$ cat src/rtl/i2c_sensor_poller.sv
// Command sequencer in front of the I2C master: one configuration write after reset,
// then an endless pointer-write / 16-bit read / hold loop that yields a valid-pulsed sample stream.
module i2c_sensor_poller #(
  parameter logic [6:0]  SLAVE_ADDR     = 7'h48,
  parameter logic [15:0] CFG_WORD       = 16'h0160,
  parameter logic [7:0]  PTR_BYTE       = 8'h00,
  parameter int          POLL_CYCLES    = 1000,
  parameter int          TIMEOUT_CYCLES = 4096
) (
  input  logic        clk,
  input  logic        rst,
  input  logic        enable,
  input  logic        m_ready,
  input  logic [15:0] m_read_data,
  output logic        m_start,
  output logic [6:0]  m_addr,
  output logic [15:0] m_data,
  output logic        m_rw,
  output logic        m_two_bytes,
  output logic [15:0] sample,
  output logic        sample_valid,
  output logic        busy,
  output logic        timeout_err
);

  localparam int PW = (POLL_CYCLES > 1) ? $clog2(POLL_CYCLES) : 1;
  localparam int TW = (TIMEOUT_CYCLES > 1) ? $clog2(TIMEOUT_CYCLES) : 1;
  localparam logic [PW-1:0] HOLD_LOAD = PW'(POLL_CYCLES - 1);
  localparam logic [TW-1:0] TO_LAST   = TW'(TIMEOUT_CYCLES - 1);

  typedef enum logic [2:0] {IDLE, ISSUE, ACCEPT, COMPLETE, HOLD} state_t;
  typedef enum logic [1:0] {OP_CFG, OP_PTR, OP_RD} op_t;

  // {rw, two_bytes, data} presented to the master for each transaction kind
  function automatic logic [17:0] op_drive(input op_t op);
    case (op)
      OP_CFG:  op_drive = {1'b0, 1'b1, CFG_WORD};
      OP_PTR:  op_drive = {1'b0, 1'b0, 8'h00, PTR_BYTE};
      OP_RD:   op_drive = {1'b1, 1'b1, 16'h0000};
      default: op_drive = 18'h00000;
    endcase
  endfunction

  state_t         state_r, state_next_s;
  op_t            op_r, op_next_s;
  logic           cfg_done_r;
  logic [15:0]    sample_r;
  logic           sample_valid_r;
  logic [15:0]    m_data_r;
  logic           m_rw_r;
  logic           m_two_bytes_r;
  logic           timeout_err_r;
  logic           busy_r;
  logic [PW-1:0]  hold_cnt_r;
  logic [TW-1:0]  to_cnt_r;

  logic issue_s, cfg_set_s, sample_load_s, hold_load_s, hold_dec_s;
  logic to_clear_s, to_inc_s, timeout_s, start_s;

  // FSM state and current transaction selector
  always_ff @(posedge clk) begin
    if (rst) begin
      state_r <= IDLE;
      op_r    <= OP_CFG;
    end else begin
      state_r <= state_next_s;
      op_r    <= op_next_s;
    end
  end

  // Next-state decode; every decision point falls back to IDLE when enable is low
  always_comb begin
    state_next_s  = state_r;
    op_next_s     = op_r;
    issue_s       = 1'b0;
    cfg_set_s     = 1'b0;
    sample_load_s = 1'b0;
    hold_load_s   = 1'b0;
    hold_dec_s    = 1'b0;
    to_clear_s    = 1'b0;
    to_inc_s      = 1'b0;
    timeout_s     = 1'b0;
    start_s       = 1'b0;
    case (state_r)
      IDLE: begin
        if (enable) begin
          state_next_s = ISSUE;
          issue_s      = 1'b1;
          op_next_s    = cfg_done_r ? OP_PTR : OP_CFG;
        end else begin
          state_next_s = IDLE;
        end
      end
      ISSUE: begin
        if (m_ready) begin
          start_s      = 1'b1;
          to_clear_s   = 1'b1;
          state_next_s = ACCEPT;
        end else begin
          state_next_s = ISSUE;
        end
      end
      ACCEPT: begin
        if (!m_ready) begin
          to_inc_s     = 1'b1;
          state_next_s = COMPLETE;
        end else if (to_cnt_r == TO_LAST) begin
          timeout_s    = 1'b1;
          hold_load_s  = 1'b1;
          state_next_s = HOLD;
        end else begin
          to_inc_s     = 1'b1;
        end
      end
      COMPLETE: begin
        if (m_ready) begin
          case (op_r)
            OP_CFG: begin
              cfg_set_s = 1'b1;
              if (enable) begin
                state_next_s = ISSUE;
                op_next_s    = OP_PTR;
                issue_s      = 1'b1;
              end else begin
                state_next_s = IDLE;
              end
            end
            OP_PTR: begin
              if (enable) begin
                state_next_s = ISSUE;
                op_next_s    = OP_RD;
                issue_s      = 1'b1;
              end else begin
                state_next_s = IDLE;
              end
            end
            OP_RD: begin
              sample_load_s = 1'b1;
              if (enable) begin
                state_next_s = HOLD;
                hold_load_s  = 1'b1;
              end else begin
                state_next_s = IDLE;
              end
            end
            default: state_next_s = IDLE;
          endcase
        end else if (to_cnt_r == TO_LAST) begin
          timeout_s    = 1'b1;
          hold_load_s  = 1'b1;
          state_next_s = HOLD;
        end else begin
          to_inc_s     = 1'b1;
        end
      end
      HOLD: begin
        if (hold_cnt_r == {PW{1'b0}}) begin
          if (enable) begin
            // a timed-out CFG leaves cfg_done clear, so this retries CFG
            state_next_s = ISSUE;
            op_next_s    = cfg_done_r ? OP_PTR : OP_CFG;
            issue_s      = 1'b1;
          end else begin
            state_next_s = IDLE;
          end
        end else begin
          hold_dec_s = 1'b1;
        end
      end
      default: state_next_s = IDLE;
    endcase
  end

  // Datapath: master command registers, sample capture, counters and sticky error
  always_ff @(posedge clk) begin
    if (rst) begin
      cfg_done_r     <= 1'b0;
      sample_r       <= 16'h0000;
      sample_valid_r <= 1'b0;
      m_data_r       <= 16'h0000;
      m_rw_r         <= 1'b0;
      m_two_bytes_r  <= 1'b0;
      timeout_err_r  <= 1'b0;
      busy_r         <= 1'b0;
      hold_cnt_r     <= {PW{1'b0}};
      to_cnt_r       <= {TW{1'b0}};
    end else begin
      busy_r         <= (state_next_s != IDLE);
      sample_valid_r <= sample_load_s;
      if (sample_load_s) sample_r <= m_read_data;
      if (cfg_set_s) cfg_done_r <= 1'b1;
      if (timeout_s) timeout_err_r <= 1'b1;
      if (issue_s) {m_rw_r, m_two_bytes_r, m_data_r} <= op_drive(op_next_s);
      // saturate so an exit on the last count cannot wrap into extra time
      if (to_clear_s) to_cnt_r <= {TW{1'b0}};
      else if (to_inc_s && (to_cnt_r != TO_LAST)) to_cnt_r <= to_cnt_r + TW'(1);
      if (hold_load_s) hold_cnt_r <= HOLD_LOAD;
      else if (hold_dec_s) hold_cnt_r <= hold_cnt_r - PW'(1);
    end
  end

  // start must coincide with the cycle ISSUE sees ready, so it is decoded directly
  assign m_start      = start_s;
  assign m_addr       = SLAVE_ADDR;
  assign m_data       = m_data_r;
  assign m_rw         = m_rw_r;
  assign m_two_bytes  = m_two_bytes_r;
  assign sample       = sample_r;
  assign sample_valid = sample_valid_r;
  assign busy         = busy_r;
  assign timeout_err  = timeout_err_r;

endmodule

$ cat config.mk
export PLATFORM = sky130hd
export DESIGN_NAME = i2c_sensor_poller
export DESIGN_NICKNAME = d
export VERILOG_FILES = /design/src/rtl/i2c_sensor_poller.sv
export SDC_FILE = /design/constraint.sdc
export NUM_CORES = 1
export LEC_CHECK = 0
export CAP_MARGIN = 20
export CORE_MARGIN = 2
export CORE_UTILIZATION = 48
export CTS_CLUSTER_DIAMETER = 50
export DETAILED_ROUTE_END_ITERATION = 12
export PLACE_DENSITY_LB_ADDON = 0.2
export SYNTH_ARGS = -nofsm -noshare
export SYNTH_HDL_FRONTEND = slang
export SYNTH_SLANG_ARGS = --single-unit
$ cat constraint.sdc
create_clock -name clk -period 2.7 [get_ports clk]
set_input_delay 0.54 -clock clk [delete_from_list [all_inputs] [get_ports clk]]
set_output_delay 0.54 -clock clk [all_outputs]
set_load 0.01 [all_outputs]
==> out/metrics.yaml, run 1 <==
cells_and_area:
  synthToLayoutAreaGrowth_pct: 22.2
  layout-drive-gt1-share: 0.0819
  final_util: 0.598
  final_nets: 363
  final_cell_mix: "dfxtp_1 (50), nand2_1 (49), clkdlybuf4s50_1 (44)"
  final_area_sq_um: 2990
  n_antenna_cell: 0
  layout_commonest_cell: "dfxtp_1"
  layout.cells.non_filler: 412
clocking:
  htree_levels: 2
  cts_hold_buf: 0
  cts_tree: "done"
  numCtsBuffers: 5
  clock-root-buffer: "clkbuf_8"
  postCtsSetupRepairBufs: 0
  clock_sinks: 50
  cts_max_path_buffers: 2
  cts_resized: 0
  clk_pin_slew_worst_paths_ns: 0.09
  clk_latency_ns: 0.30
place:
  dp_hpwl_um: 3530
  post-place-ws_ns: 0.153
  numPortBuffers: 44
  gp_congestion: 0.871
  placed_area_sq_um: 2880
  dp_cells: 404
timing:
  fin_crit_ns: 2.56
  slew_headroom: 0.580
  setup_viol: 0
  timing.setup.tns_ns: 0
  fin_ws_ns: 0.140
  whs_ns: 0.456
  max_slew.worst_pin.slew_ns: 0.628
  finalCritPeriodShare: 0.948
  worst_clock_skew_ns: 0.00922
  hold_violations: 0
  drv_slew: 0
  grt_setup_unrepaired: "no"
  max_freq_ghz: 0.391
job:
  maxCapViolCount: 0
die:
  rows: 26
  fp.dieArea_sq_um: 5690
  ios: 65
  start_util: 0.489
  die_h_um: 75.5
  core-area_sq_um: 5010
  fp.dieW_um: 75.5
route:
  wl_um: 4970
  drc: 0
  wl_per_cell_um: 12.1
  first_pass_iters: 4
  dr_total_vias: 2079
  first_iter_violations: 104
  antenna_left: 0
  avgViaCountPerCell: 5.05
synthesis:
  async_flop_share: 0
  postSynthAreaPerCell_sq_um: 8.14
  seq_area_frac_synth: 0.408
  synth_warnings: 0
  yosysTopAreaCellShare: 0.408
  synth_edf_count: 0
  yosysTopAreaCell: "dfxtp_1"
  netlist_area_sq_um: 2450
  synth_seq_cells: 50
  synthTopCellsByArea: "dfxtp_1 (41%), nand2_1 (7.5%), buf_4 (6.7%)"
  ys_types: 48
  synth_cells: 301
  ys.flop_type: "dfxtp_1"
grt:
  first_global_vias: 1927
  antenna_found_initial: 0
  grtUsageMet1: 0.236
  grt_use_total: 0.189
  use_met3: 0.0542
  grt_pass1_wl_um: 8450
  grt_max_degree: 19
  busiest_layer: "met2"
  grt-ovfl-total: 0
  use_met2: 0.316
setup_path:
  r2r-start: "hold_cnt_r[0]"
  slowest_delay_ns: 0.61
  crit_chain: "clkdlybuf4s50_1, nor4bb_1, clkdlybuf4s50_1"
  worstPathMaxFanout: 2
  crit_slowest_cell: "clkdlybuf4s50_1"
  crit_path_frequent_cell: "clkdlybuf4s50_1"
  crit_path_start: "m_ready"
  cp-end-kind: "output port"
  arrival_ns: 2.02
  required_ns: 2.16
  worstSetupStartpointType: "input port"
  crit_type: "input port to output port"
pwr:
  power-per-cell-area_nw_per_um2: 499
  total_power_mw: 1.50
  cellLeakagePower_nw: 1.06
  ir_worst_vdd_v: 0.000266
outcome:
  status: "complete, no violations"
hold_path:
  hold_path_class: "register to register"
  worstHoldStart: "sample[1]"
[synth_stat cells, types with 2 or more instances]
cell and count:
ha_1 2, mux2i_1 2, nor4_2 2, nand3_1 8, dfxtp_1 50, and2_1 2, or2_2 2, o21ai_0 7
a22oi_1 2, xor2_1 6, nand3b_1 2, inv_1 8, nor4bb_1 2, clkbuf_1 14, conb_1 2, nor2b_1 3
nand2_1 49, buf_4 22, nor4_1 7, nor3_1 7, a21oi_1 29, xnor2_1 14, or4_1 2, nor2_1 29
a31oi_1 3, nand4_1 3
[where the power goes]
group | switching, mW | leakage (nW) | internal (mW)
sequential | 0.0205 | 0.404 | 0.753
combinational | 0.0928 | 0.599 | 0.0897
clock | 0.256 | 0.0591 | 0.283
total | 0.370 | 1.06 | 1.13
[critical path: cells and delay by family]
kind          cells  cell delay (ns)
buf+inv           2             1.09
simple gates      1             0.39
[area by class of cell]
cell class              count  area (sq um)
multi-input cells         224          1260
inverters                   8          30.0
clock buffers               5          68.8
flip-flops and latches     50          1000
well taps                  70          87.6
clock inverters             3          47.5
fillers                   470          2020
repair buffers             52           500
[flip-flops by register name, summed over array words and instances (netlist names)]
register      flops
sample           16
to_cnt_r         12
hold_cnt_r       10
state_r           3
op_r              2
busy              1
cfg_done_r        1
m_data            1
m_rw              1
m_two_bytes       1
sample_valid      1
timeout_err       1
[worst paths after layout]
check,end,slack (ns),cells after the start
max,m_start,0.14,3
min,sample[1],0.46,2
min reg2reg,sample[1],0.46,2
max reg2reg,m_data[6],0.41,7
[cells by family after synthesis]
kind of cell,share of synthesized area
flip-flops,0.408
other,0.00306
buffers and inverters,0.106
adder cells (fa/ha/maj),0.0102
AO/OA/AOI/OAI,0.130
multiplexers,0.00817
AND/OR/NAND/NOR,0.263
XOR/XNOR,0.0715
[layer usage]
metal | vias up | routed length, um
li1 | 1065 | -
met1 | 964 | 2310
met2 | 43 | 2340
met3 | 7 | 266
met4 | 0 | 52
met5 | - | 0
Power figures use the tool's default switching activity.
==> run 2: changes to the inputs <==
--- a/config.mk
+++ b/config.mk
@@ -7,8 +7,8 @@
 export LEC_CHECK = 0
 export CAP_MARGIN = 20
-export CORE_MARGIN = 2
 export CORE_UTILIZATION = 48
 export CTS_CLUSTER_DIAMETER = 50
 export DETAILED_ROUTE_END_ITERATION = 12
+export MAX_ROUTING_LAYER = met4
 export PLACE_DENSITY_LB_ADDON = 0.2
 export SYNTH_ARGS = -nofsm -noshare
==> constraint.sdc (replaced) <==
create_clock -name clk -period 2.7 [get_ports clk]
set_input_delay 0.405 -clock clk [delete_from_list [all_inputs] [get_ports clk]]
set_output_delay 0.405 -clock clk [all_outputs]
set_load 0.01 [all_outputs]
==> out/metrics.yaml, run 2 (synthesized netlist as in run 1, its figures left out) <==
die:
  fp.dieArea_sq_um: 5400  # was 5690 sq um
  rows: 25  # was 26
  die_h_um: 73.5  # was 75.5 um
  ios: 65  # unchanged
  fp.dieW_um: 73.5  # was 75.5 um
  start_util: 0.509  # was 0.489
  core-area_sq_um: 4820  # was 5010 sq um
clocking:
  clock-root-buffer: "clkbuf_8"  # unchanged
  clock_sinks: 50  # unchanged
  clk_latency_ns: 0.31  # was 0.30 ns
  cts_max_path_buffers: 2  # unchanged
  clk_pin_slew_worst_paths_ns: 0.08  # was 0.09 ns
  cts_tree: "done"  # unchanged
  htree_levels: 2  # unchanged
  cts_resized: 0  # unchanged
  numCtsBuffers: 5  # unchanged
  postCtsSetupRepairBufs: 0  # unchanged
  cts_hold_buf: 0  # unchanged
setup_path:
  critPathTopFamily: "buffers and inverters"  # unchanged
  required_ns: 2.30  # was 2.16 ns
  arrival_ns: 1.88  # was 2.02 ns
  crit_slowest_cell: "clkdlybuf4s50_1"  # unchanged
  crit_type: "input port to output port"  # unchanged
  critPathBufInv: 2  # unchanged
  slowest_delay_ns: 0.61  # about the same
  cp-end-kind: "output port"  # unchanged
  crit_path_frequent_cell: "clkdlybuf4s50_1"  # unchanged
  worstPathMaxFanout: 2  # unchanged
  crit_chain: "clkdlybuf4s50_1, nor4bb_1, clkdlybuf4s50_1"  # unchanged
  worstSetupStartpointType: "input port"  # unchanged
grt:
  grt-ovfl-total: 0  # unchanged
  grt_use_total: 0.202  # was 0.189
  grtUsageMet1: 0.255  # was 0.236
  grt_pass1_wl_um: 8050  # was 8450 um
  use_met2: 0.294  # was 0.316
  grt_max_degree: 26  # was 19
  use_met3: 0.0700  # was 0.0542
  first_global_vias: 1808  # was 1927
  busiest_layer: "met2"  # unchanged
  antenna_found_initial: 0  # unchanged
timing:
  hold_violations: 0  # unchanged
  max_slew.worst_pin.slew_ns: 0.667  # was 0.628 ns
  setup_viol: 0  # unchanged
  max_freq_ghz: 0.438  # was 0.391 GHz
  finalCritPeriodShare: 0.846  # was 0.948
  grt_setup_unrepaired: "no"  # unchanged
  worst_clock_skew_ns: 0.00874  # was 0.00922 ns
  fin_ws_ns: 0.417  # was 0.140 ns
  timing.setup.tns_ns: 0  # unchanged
  slew_headroom: 0.553  # was 0.580
  drv_slew: 0  # unchanged
  fin_crit_ns: 2.28  # was 2.56 ns
cells_and_area:
  largest_reg_flops: 16  # unchanged
  synthToLayoutAreaGrowth_pct: 21.4  # was 22.2%
  n_antenna_cell: 0  # unchanged
  regArea_sq_um: 1000  # unchanged
  multi_input_area_sq_um: 1260  # unchanged
  final_util: 0.618  # was 0.598
  final_cell_mix: "dfxtp_1 (50), nand2_1 (49), clkdlybuf4s50_1 (44)"  # unchanged
  layout_commonest_cell: "dfxtp_1"  # unchanged
  layout-drive-gt1-share: 0.0762  # was 0.0819
  final_area_sq_um: 2980  # was 2990 sq um
  final_nets: 362  # was 363
  n_fill_cell: 433  # was 470
place:
  numPortBuffers: 44  # unchanged
  dp_hpwl_um: 3390  # was 3530 um
  placed_area_sq_um: 2870  # was 2880 sq um
  post-place-ws_ns: 0.461  # was 0.153 ns
  gp_congestion: 0.852  # was 0.871
route:
  first_iter_violations: 111  # was 104
  first_pass_iters: 4  # unchanged
  wl_um: 4820  # was 4970 um
  avgViaCountPerCell: 4.94  # was 5.05
  dr_total_vias: 2017  # was 2079
  wl_per_cell_um: 11.8  # was 12.1 um
  drc: 0  # unchanged
  antenna_left: 0  # unchanged
pwr:
  ir_worst_vdd_v: 0.000244  # was 0.000266 V
  p_clk_frac: 0.356  # was 0.360
  netSwitchingFraction: 0.244  # was 0.247
  p_sw_uw: 361  # was 370 uW
  power-per-cell-area_nw_per_um2: 497  # was 499 nW/um^2
  cellLeakagePower_nw: 1.05  # was 1.06 nW
  total_power_mw: 1.48  # was 1.50 mW
  internal_power_mw: 1.12  # was 1.13 mW
  seqPwrFrac: 0.522  # was 0.517
  p_comb_frac: 0.122  # about the same
job:
  maxCapViolCount: 0  # unchanged
hold_path:
  hold_path_class: "register to register"  # unchanged
outcome:
  status: "complete, no violations"  # unchanged
run 2: cell count changes in the layout (fill, tap and decap cells not counted), sizes merged:
| cell | previous run | this run |
|---|---|---|
| clkinvlp | 0 | 1 |
| clkbuf | 5 | 6 |
| buf | 8 | 7 |
| inv | 10 | 8 |
run 2: worst min-delay path: cells and delay by family, from the launching register on:
| family | cells | cell delay, ns |
|---|---|---|
| flip-flops | 1 | 0.31 |
| AND/OR/NAND/NOR | 1 | 0.05 |
| AO/OA/AOI/OAI | 1 | 0.05 |
run 2: area by class of cell:
type	instances	area share
timing repair buffer	51	0.166
inverter	8	0.0101
tap	67	0.0282
clock buffer	6	0.0244
multi-input combinational	224	0.423
clock inverter	2	0.0126
sequential	50	0.336
run 2: path summary, 6_finish.rpt:
path                                    start  cells past startpoint        end  slack, ns
worst min-delay path                sample[0]                      2  sample[0]       0.46
worst min register to register      sample[0]                      2  sample[0]       0.46
worst max-delay path                  m_ready                      3    m_start       0.42
worst max register to register  hold_cnt_r[0]                      7  m_data[6]       0.47
run 2: routing by layer:
metal / part of all wire / wire length [um]
met2: 0.44 / 2110
met4: 0.016 / 78
met5: 0 / 0
met3: 0.063 / 305
met1: 0.48 / 2320
run 2: stage by stage:
| step | std cells | hold WS (ns) |
|---|---|---|
| global placement | 400 | 0.441 |
| floorplan | 319 | 0.478 |
| CTS | 408 | 0.458 |
| global route | 408 | 0.479 |
| detailed placement | 400 | 0.446 |
| finish | 408 | 0.456 |
run 2: power by group through the flow:
stage	Combinational, mW	Clock, mW	Sequential [mW]
6_report	0.180	0.526	0.773
5_1_grt	0.199	0.568	0.776
4_1_cts	0.180	0.550	0.772
3_5_place_dp	0.179	0	0.789
3_3_place_gp	0.178	0	0.790
2_1_floorplan	0.135	0	0.784
==> run 3: changes to the inputs <==
Clock period 2.7 ns to 2.3 ns, I/O delays scaled along.
==> out/metrics.yaml, run 3 (synthesized netlist as in run 1, its figures left out) <==
pwr:
  netSwitchingFraction: 0.236  # was 0.244
  seqPwrFrac: 0.518  # was 0.522
  total_power_mw: 1.75  # was 1.48 mW
  p_comb_frac: 0.124  # was 0.122
  p_sw_uw: 414  # was 361 uW
  p_clk_frac: 0.359  # was 0.356
  ir_worst_vdd_v: 0.000273  # was 0.000244 V
  power-per-cell-area_nw_per_um2: 583  # was 497 nW/um^2
  cellLeakagePower_nw: 1.07  # was 1.05 nW
  internal_power_mw: 1.34  # was 1.12 mW
grt:
  grt_max_degree: 26  # unchanged
  first_global_vias: 1901  # was 1808
  grt_pass1_wl_um: 8560  # was 8050 um
  antenna_found_initial: 0  # unchanged
  grt_use_total: 0.208  # was 0.202
  grt-ovfl-total: 0  # unchanged
clocking:
  clock-root-buffer: "clkbuf_8"  # unchanged
  numCtsBuffers: 5  # unchanged
  htree_levels: 2  # unchanged
  postCtsSetupRepairBufs: 0  # unchanged
  cts_tree: "done"  # unchanged
  clk_pin_slew_worst_paths_ns: 0.09  # was 0.08 ns
  cts_max_path_buffers: 2  # unchanged
  cts_hold_buf: 0  # unchanged
  clk_latency_ns: 0.30  # was 0.31 ns
  clock_sinks: 50  # unchanged
setup_path:
  worstPathMaxFanout: 11  # was 2
  crit_type: "register to output port"  # was input port to output port
  arrival_ns: 1.78  # was 1.88 ns
  cp-end-kind: "output port"  # unchanged
  reg2reg_depth: 7  # unchanged
  worstSetupStartpointType: "register"  # was input port
  required_ns: 1.96  # was 2.30 ns
die:
  fp.dieW_um: 73.5  # unchanged
  rows: 25  # unchanged
  die_h_um: 73.5  # unchanged
  start_util: 0.509  # unchanged
  fp.dieArea_sq_um: 5400  # unchanged
  core-area_sq_um: 4820  # unchanged
  ios: 65  # unchanged
place:
  dp_hpwl_um: 3440  # was 3390 um
  numPortBuffers: 44  # unchanged
  dp_cells: 403  # was 400
  gp_congestion: 0.832  # was 0.852
cells_and_area:
  layout-drive-gt1-share: 0.0875  # was 0.0762
  layout.cells.non_filler: 410  # was 408
  final_nets: 365  # was 362
  synthToLayoutAreaGrowth_pct: 22.7  # was 21.4%
  n_antenna_cell: 0  # unchanged
  layout_commonest_cell: "dfxtp_1"  # unchanged
  largest_reg_flops: 16  # unchanged
  final_cell_mix: "dfxtp_1 (50), nand2_1 (49), clkdlybuf4s50_1 (44)"  # unchanged
timing:
  finalCritPeriodShare: 0.922
  max_slew.worst_pin.slew_ns: 0.611  # was 0.667 ns
  hold_violations: 0  # unchanged
  max_freq_ghz: 0.472
  timing.setup.tns_ns: 0  # unchanged
  drv_slew: 0  # unchanged
  grt_setup_unrepaired: "no"  # unchanged
  slew_headroom: 0.591  # was 0.553
  fin_crit_ns: 2.12
  setup_viol: 0  # unchanged
  worst_clock_skew_ns: 0.00416  # was 0.00874 ns
route:
  antenna_left: 0  # unchanged
  first_pass_iters: 4  # unchanged
  wl_um: 4890  # was 4820 um
  dr_total_vias: 2049  # was 2017
  avgViaCountPerCell: 5.00  # was 4.94
  wl_per_cell_um: 11.9  # was 11.8 um
  first_iter_violations: 143  # was 111
  drc: 0  # unchanged
outcome:
  status: "complete, no violations"  # unchanged
job:
  maxCapViolCount: 0  # unchanged
hold_path:
  hold_path_depth: 2  # unchanged
  hold_path_class: "register to register"  # unchanged
==> run 3: cell types whose count changed in the layout (fill, tap and decap cells not counted), sizes merged <==
cell and delta:
buf +3, clkinvlp -1
==> run 3: cell type report <==
type | instances | area (sq um)
Clock buffer | 6 | 82.6
Clock inverter | 1 | 30.0
Fill cell | 437 | 1810
Inverter | 8 | 30.0
Multi-Input combinational cell | 224 | 1260
Sequential cell | 50 | 1000
Tap cell | 67 | 83.8
Timing Repair Buffer | 54 | 515
==> run 3: critical path: stages, from the launching register on <==
cell             delay (ns)
dfxtp_1                0.54
nor4bb_2               0.33
clkdlybuf4s50_1        0.60
==> run 3: final timing paths <==
path	to	from	slack [ns]
worst min-delay path	sample[7]	sample[7]	0.46
worst max-delay path	m_start	state_r[0]	0.18
worst min register to register	sample[7]	sample[7]	0.46
worst max register to register	m_data[6]	hold_cnt_r[0]	0.19
==> run 3: power groups by stage <==
| stage | Sequential (mW) | Combinational [mW] | Clock, mW |
|---|---|---|---|
| after floorplan | 0.921 | 0.158 | 0 |
| after global placement | 0.927 | 0.214 | 0 |
| after detailed placement | 0.928 | 0.215 | 0 |
| after CTS | 0.908 | 0.216 | 0.650 |
| after global routing | 0.913 | 0.244 | 0.683 |
| final | 0.908 | 0.217 | 0.630 |
==> run 3: per-stage QoR <==
stage / hold WS [ns] / worst slack (ns) / area [sq um] / utilization
after floorplan: 0.478 / 0.250 / 2520 / -
after global placement: 0.441 / 0.186 / 2890 / 0.600
after detailed placement: 0.446 / 0.130 / 2890 / 0.600
after CTS: 0.458 / 0.135 / 3000 / 0.623
after global routing: 0.479 / 0.0537 / 3010 / 0.624
final: 0.456 / 0.179 / 3010 / 0.624
==> run 3: timing repair <==
item,CTS,global route
gates resized for setup,0,1
setup endpoints to repair,0,1
endpoints found under the hold margin,0,0
==> run 3: routing by layer <==
layer,track usage,wire [um]
met5,-,0
met4,0.0513,19
met3,0.0686,276
met2,0.315,2210
met1,0.267,2380
